===== src/rtl/pipeline_stage_skid_pkg.sv =====
// Shared types for the skid-buffered pipeline stage: occupancy states and the held entry layout.
// Entry field widths here set the default payload and register-index sizes of the stage.
package pipeline_stage_skid_pkg;

    localparam int RD_W   = 4;
    localparam int DATA_W = 64;

    typedef enum logic [1:0] {
        EMPTY = 2'd0,
        ONE   = 2'd1,
        TWO   = 2'd2
    } state_e;

    typedef struct packed {
        logic              invalid;
        logic              we;
        logic [RD_W-1:0]   rd;
        logic [DATA_W-1:0] data;
    } entry_t;

endpackage


===== src/rtl/pipeline_stage_skid.sv =====
// Two-entry skid pipeline stage, latency 1; ready_out is a flop, so upstream sees back-pressure
// one cycle late and the skid register absorbs the entry already in flight.
module pipeline_stage_skid
    import pipeline_stage_skid_pkg::*;
#(
    parameter int DATA_W = 64,
    parameter int RD_W   = 4,
    parameter int CNT_W  = 16
) (
    input  logic              clk,
    input  logic              rst,
    input  logic              flush,
    input  logic              valid_in,
    output logic              ready_out,
    input  logic              invalid_in,
    input  logic              we_in,
    input  logic [RD_W-1:0]   rd_in,
    input  logic [DATA_W-1:0] data_in,
    output logic              valid_out,
    input  logic              ready_in,
    output logic              invalid_out,
    output logic              we_out,
    output logic [RD_W-1:0]   rd_out,
    output logic [DATA_W-1:0] data_out,
    output logic [1:0]        occupancy,
    output logic [CNT_W-1:0]  stall_cnt
);

    state_e           state_q, state_d;
    entry_t           main_q, main_d;
    entry_t           skid_q, skid_d;
    logic             rdy_q, rdy_d;
    logic [CNT_W-1:0] stall_q, stall_d;

    entry_t in_ent;
    logic   up_xfer;
    logic   dn_xfer;

    assign in_ent  = '{invalid: invalid_in, we: we_in, rd: rd_in, data: data_in};
    assign up_xfer = valid_in && rdy_q;
    assign dn_xfer = valid_out && ready_in;

    always_comb begin
        state_d = state_q;
        main_d  = main_q;
        skid_d  = skid_q;
        case (state_q)
            EMPTY: begin
                if (up_xfer) begin
                    main_d  = in_ent;
                    state_d = ONE;
                end
            end
            ONE: begin
                if (up_xfer && dn_xfer) begin
                    main_d = in_ent;
                end else if (up_xfer) begin
                    skid_d  = in_ent;
                    state_d = TWO;
                end else if (dn_xfer) begin
                    state_d = EMPTY;
                end
            end
            TWO: begin
                // ready_out is low here, so only the drain side can move
                if (dn_xfer) begin
                    main_d  = skid_q;
                    state_d = ONE;
                end
            end
            default: state_d = EMPTY;
        endcase
        if (flush) begin
            state_d = EMPTY;
        end
        rdy_d = (state_d != TWO);
    end

    always_comb begin
        stall_d = stall_q;
        if (valid_out && !ready_in && !flush && (stall_q != {CNT_W{1'b1}})) begin
            stall_d = stall_q + 1'b1;
        end
    end

    always_ff @(posedge clk) begin
        if (rst) begin
            state_q <= EMPTY;
            main_q  <= '0;
            skid_q  <= '0;
            rdy_q   <= 1'b1;
            stall_q <= '0;
        end else begin
            state_q <= state_d;
            main_q  <= main_d;
            skid_q  <= skid_d;
            rdy_q   <= rdy_d;
            stall_q <= stall_d;
        end
    end

    assign ready_out   = rdy_q;
    assign valid_out   = (state_q != EMPTY);
    assign invalid_out = main_q.invalid;
    assign we_out      = main_q.we && !main_q.invalid && valid_out;
    assign rd_out      = main_q.rd;
    assign data_out    = main_q.data;
    assign occupancy   = (state_q == TWO) ? 2'd2 : (state_q == ONE) ? 2'd1 : 2'd0;
    assign stall_cnt   = stall_q;

endmodule


===== config.mk =====
export PLATFORM = sky130hd
export DESIGN_NAME = pipeline_stage_skid
export DESIGN_NICKNAME = d
export VERILOG_FILES = /design/src/rtl/pipeline_stage_skid_pkg.sv /design/src/rtl/pipeline_stage_skid.sv
export SDC_FILE = /design/constraint.sdc
export NUM_CORES = 1
export LEC_CHECK = 0
export CAP_MARGIN = 20
export CORE_ASPECT_RATIO = 1.5
export CORE_UTILIZATION = 35
export CTS_CLUSTER_DIAMETER = 50
export CTS_CLUSTER_SIZE = 25
export DETAILED_ROUTE_END_ITERATION = 12
export PLACE_DENSITY = 0.65
export SLEW_MARGIN = 20
export SYNTH_ARGS = -nofsm -noshare
export SYNTH_HDL_FRONTEND = slang
export SYNTH_SLANG_ARGS = --single-unit

===== constraint.sdc =====
create_clock -name clk -period 4.8 [get_ports clk]
set_input_delay 0.96 -clock clk [delete_from_list [all_inputs] [get_ports clk]]
set_output_delay 0.96 -clock clk [all_outputs]
set_load 0.01 [all_outputs]

# --- After elaboration in Yosys (flattened, before gate mapping) ---
# Index checks and enable logic that the tools add are counted.
classes:
  addsub: 1
  n_eq_ne: 7
  n_mux: 13
  bitwise: 1
  reduce_logical: 16
op_table:
  columns: ["operator", "count"]
  rows:
  - ["70-bit 2-to-1 mux", 3]
  - ["70-bit one-hot mux with 3 select lines", 1]
  - ["16-bit by 1-bit adder with 16-bit output (second input constant)", 1]
  - ["16-bit != test (second input constant)", 1]
  - ["2-bit 2-to-1 mux", 7]
  - ["1-bit logical AND", 8]
  - ["2-bit != test (second input constant)", 4]
  - ["2-bit one-hot mux with 3 select lines", 1]
  - ["4-bit AND reduction", 1]
  - ["1-bit logical NOT", 3]
  - ["3-bit AND reduction", 1]
  - ["3-bit nonzero test", 1]
  - ["2-bit by 1-bit == test with 1-bit output (second input constant)", 1]
  - ["2-bit == test (second input constant)", 1]
  - ["2-bit logical NOT", 1]
  - ["2-bit nonzero test", 1]
  - ["1-bit 2-to-1 mux", 1]
  - ["1-bit NOT", 1]
word_totals:
  ff_bits: 159
  in_bits: 75
  output_inout_bits: 90
  word_cells: 49

# --- Depth between registers and ports, before layout ---
logic_depth:
  word_depth: 8
  depth_mapped: 7
  ltp_nobuf: 5

# --- Worst setup path before layout ---
# Ideal clock, no wire load.
synth_timing:
  path_type: "input to register"
  start: "input port ready_in"
  end: "register stall_q[13], in the netlist stall_cnt[13]"
  arrival_ns: 2.382
  required_time_ns: 4.677
  path_slack_ns: 2.295
  cell_stages: 6
  path_buffers: 2
  cell_sequence: "buf_6 -> or2_4 -> or3_1 -> buf_6 -> nor4_1 -> mux2_1"
synth_via:
  elab_chain_cells: 4
synth_lines:
  columns: ["element", "line_no", "text"]
  rows:
  - ["start: declaration", "pipeline_stage_skid.sv:20", "input logic ready_in,"]
  - ["1-bit logical NOT", "pipeline_stage_skid.sv:81", "if (valid_out && !ready_in && !flush && (stall_q != {CNT_W{1'b1}})) begin"]
  - ["1-bit logical AND (3 in series)", "pipeline_stage_skid.sv:81", null]
  - ["end signal: assignment", "pipeline_stage_skid.sv:98", "stall_q <= stall_d;"]
  - ["end: declaration", "pipeline_stage_skid.sv:33", "logic [CNT_W-1:0] stall_q, stall_d;"]
# Every way passes these cells.
# A chain may end at the register's enable or synchronous reset.

# --- Worst setup path after layout ---
layout_timing:
  start: "register state_q[1]"
  end: "output port valid_out"
layout_via:
  elab_chain_cells: 1
layout_lines:
  columns: ["element", "line_no", "text"]
  rows:
  - ["start: declaration", "pipeline_stage_skid.sv:29", "state_e state_q, state_d;"]
  - ["start signal: assignment", "pipeline_stage_skid.sv:94", "state_q <= state_d;"]
  - ["2-bit nonzero test", "pipeline_stage_skid.sv:103", "assign valid_out = (state_q != EMPTY);"]
  - ["end: declaration", "pipeline_stage_skid.sv:19", "output logic valid_out,"]
# Every way passes these cells.

==> results.md <==
* Status: complete, no violations
* Leakage power at around 3 nW
* WHS at 452.7 ps
* PortBufs at between 150 and 200
* Min Tclk post-route at about 3000 ps
* Register area share after synthesis at between 40% and 50%
* Total global routing overflow at 0
* Worst Skew at 12.58 ps
* Reg2Reg Depth at 5
* Die area at ~20000 sq um
* Routed Antenna Nets at 0
* Synth top area cells: dfxtp_1, nand2_1, a311oi_1, buf_4, a21oi_1
* Syn_nets at around 960
* Setup crit end kind: output port
* Hold Vio Cnt, Final at 0
* Max-cap viol count at 0
* Total vias in the final route at 5986
* R2r startpoint: state_q[1]$_SDFF_PP0_
* Crit Path Class: register to output port
* Layout cell share with drive strength beyond 1 at ~4.7%
* Drt wl/cell at roughly 15 microns
* GP Congestion at about 0.80
* CP max FO at 9
* Top cell type's share of synthesized area at 46.28%
* # resized after CTS at 0
* Syn Inst Count at a little under 900
* Area Overhead vs Synth at 26.71%
* CP required at between 3000 and 4000 ps
* Worst R2R End: skid_q[68]$_SDFFE_PP0P_
* Final TNS setup at 0 ps
* Core area at between 15000 and 20000 sq um
* Gr usage total at a little under a fifth
* Via count of the first global-routing pass at approximately 5700
* Delay-heaviest family, CP: buffers and inverters
* Slew @ Worst Pin at slightly below 1000 ps
* Post-DP HPWL at around 11 mm
* Slew headroom at between 30% and 40%
* WP buf/inv at 2
* CP cell instances: nor2_1, inv_1, clkdlybuf4s50_1
* Final Setup Violations at 0
* Remaining DRCs at 0
* Top FF cell, synth: dfxtp_1
* Worst Setup Start Kind: register
* Starting DRT DRC Count at roughly 440
* CTS Hold Bufs at 0
* Most frequent cell after synthesis: nand2_1
* Hold/Removal Path Class: register to register
* Die Wd at between 100 and 150 microns
* Root buf cell: clkbuf_16
* DR vias/cell at approximately 4.9
* Row count at 62
* Crit-path max cell delay at around 530 ps
* FF+latch count, synth at approximately 160
* IO Pins at 165
* Max Fclk at approximately 330 MHz
* Post-synth EDFFs at 0
* Worst Setup EP: valid_out
* H-tree depth at 4
* Total Wirelength at 17.78 mm
* Postcts setup bufs at 0
* CP startpoint: state_q[1]$_SDFF_PP0_
* Largest area contributor in the netlist: dfxtp_1
* Final max-slew violation count at 0
* Die height at 173.7 microns
* Fin crit share at a little over three fifths
* Largest net degree at the start of global routing at 141
* Yosys cell types at 41
* Levels on crit path at 3
* YS warnings at 0
* Nets at around 1000
* Slowest cell on crit path: clkdlybuf4s50_1
* Cell area after synthesis at 6878 sq um
* Drt first pass iters at 5
* Worst Path Arrival at 2060 ps
* Syn_area_per_cell at 7.745 sq um
* Synth top cells by count: nand2_1, dfxtp_1, a21oi_1, nor2_1, a311oi_1
* CTS buffer count at 17
* Sink Count at 159
* FFs w/ async S/R, synth at 0%
* Clock transition at path regs at approximately 60 ps
* Internal reg-to-reg setup slack at 2460 ps
* RSZ-0062 raised after global routing: false
* Power, Total at around 3.0 mW
* Maximum vdd ir drop at 182.0 uV
* First-pass GRT wire length at between 20 and 30 mm
* Starting density of the core at 35.75%
* CTS tree: yes
* Clk_lat worst skew at 420 ps
* Antenna violations before repair at 1
* CTS Buffer Depth at 2
* Pwr dens at ~350 nW/um^2
## worst min-delay path by stage
stage / from / end / cells after the start
after detailed placement: skid_q[26]$_SDFFE_PP0P_ / skid_q[26]$_SDFFE_PP0P_ / 2
after CTS: skid_q[49]$_SDFFE_PP0P_ / skid_q[49]$_SDFFE_PP0P_ / 2
after global routing: skid_q[30]$_SDFFE_PP0P_ / skid_q[30]$_SDFFE_PP0P_ / 2
after global placement: skid_q[65]$_SDFFE_PP0P_ / skid_q[65]$_SDFFE_PP0P_ / 2
final: skid_q[47]$_SDFFE_PP0P_ / skid_q[47]$_SDFFE_PP0P_ / 2
after floorplan: skid_q[0]$_SDFFE_PP0P_ / skid_q[0]$_SDFFE_PP0P_ / 2
## registers in the layout, indices dropped and copies added (netlist names)
name / cells
stall_cnt: 16
state_q: 2
ready_out: 1
data_out: 64
invalid_out: 1
main_q: 1
rd_out: 4
skid_q: 70
## area by class of cell
cell class / instances / area, sq um
clock buffer: 20 / 436.7
antenna: 1 / 2.502
timing repair buffer: 170 / 1722
clock inverter: 12 / 108.9
multi-input combinational: 589 / 2923
tap: 256 / 320.3
fill: 2008 / 10520
sequential: 159 / 3183
inverter: 5 / 18.77
## metal layers
| metal | track usage [%] | wire length [microns] | vias up |
|---|---|---|---|
| li1 | - | - | 3053 |
| met1 | 20.16 | 7354 | 2791 |
| met2 | 33.16 | 9416 | 129 |
| met3 | 4.510 | 722 | 13 |
| met4 | 6.677 | 283 | 0 |
| met5 | 0 | 0 | - |
## where the power goes
group | total, mW | switching, mW | internal (mW)
Clock | 1.26 | 0.547 | 0.716
Combinational | 0.354 | 0.167 | 0.186
Sequential | 1.41 | 0.0331 | 1.38
## worst register-to-register path, delay by kind of cell, from the launching register on
| family | cells | cell delay (ps) |
|---|---|---|
| simple gates | 3 | 1100 |
| buf+inv | 1 | 490 |
| flops | 1 | 540 |
| compound gates | 1 | 140 |
## per-stage QoR
step	worst slack (ps)	util (%)	cells	instance area (sq um)
after detailed placement	1574	42.45	1179	8167
after global placement	1633	42.45	1179	8167
after global routing	1715	45.30	1212	8715
after floorplan	2295	-	888	6878
final	1777	45.30	1212	8715
after CTS	1750	45.28	1211	8712
## layout by cell type, fill, tap and decap left out, drive strengths merged, types with 2 or more instances in the layout
cell type,synthesis,routed
a311oi,70,70
or3,5,5
nor3b,2,2
dfxtp,159,159
o21ai,3,3
nor4,5,5
nor2,77,77
o21a,2,2
a31oi,2,2
buf,78,7
or4,6,6
clkinv,0,6
nand3,4,4
clkbuf,57,20
or2,3,3
clkinvlp,0,2
nand4,8,8
clkdlybuf4s50,0,163
nor2b,4,4
a21oi,80,80
mux2,2,2
inv,5,8
o31ai,7,7
nor3,5,5
nand2,290,290
## kinds of logic (layout without fill, tap and decap cells)
| kind of cell | Yosys count | count (layout) | share of synthesized area [%] |
|---|---|---|---|
| DFF | 159 | 159 | 46.28 |
| adders and majority gates | 1 | 1 | 0.1819 |
| and+or+nand+nor | 414 | 414 | 24.41 |
| muxes | 3 | 3 | 0.4730 |
| other | 0 | 1 | 0 |
| buffers and inverters | 140 | 207 | 11.66 |
| AOI/OAI and AO/OA | 171 | 171 | 16.99 |
Power figures use the tool's default switching activity.
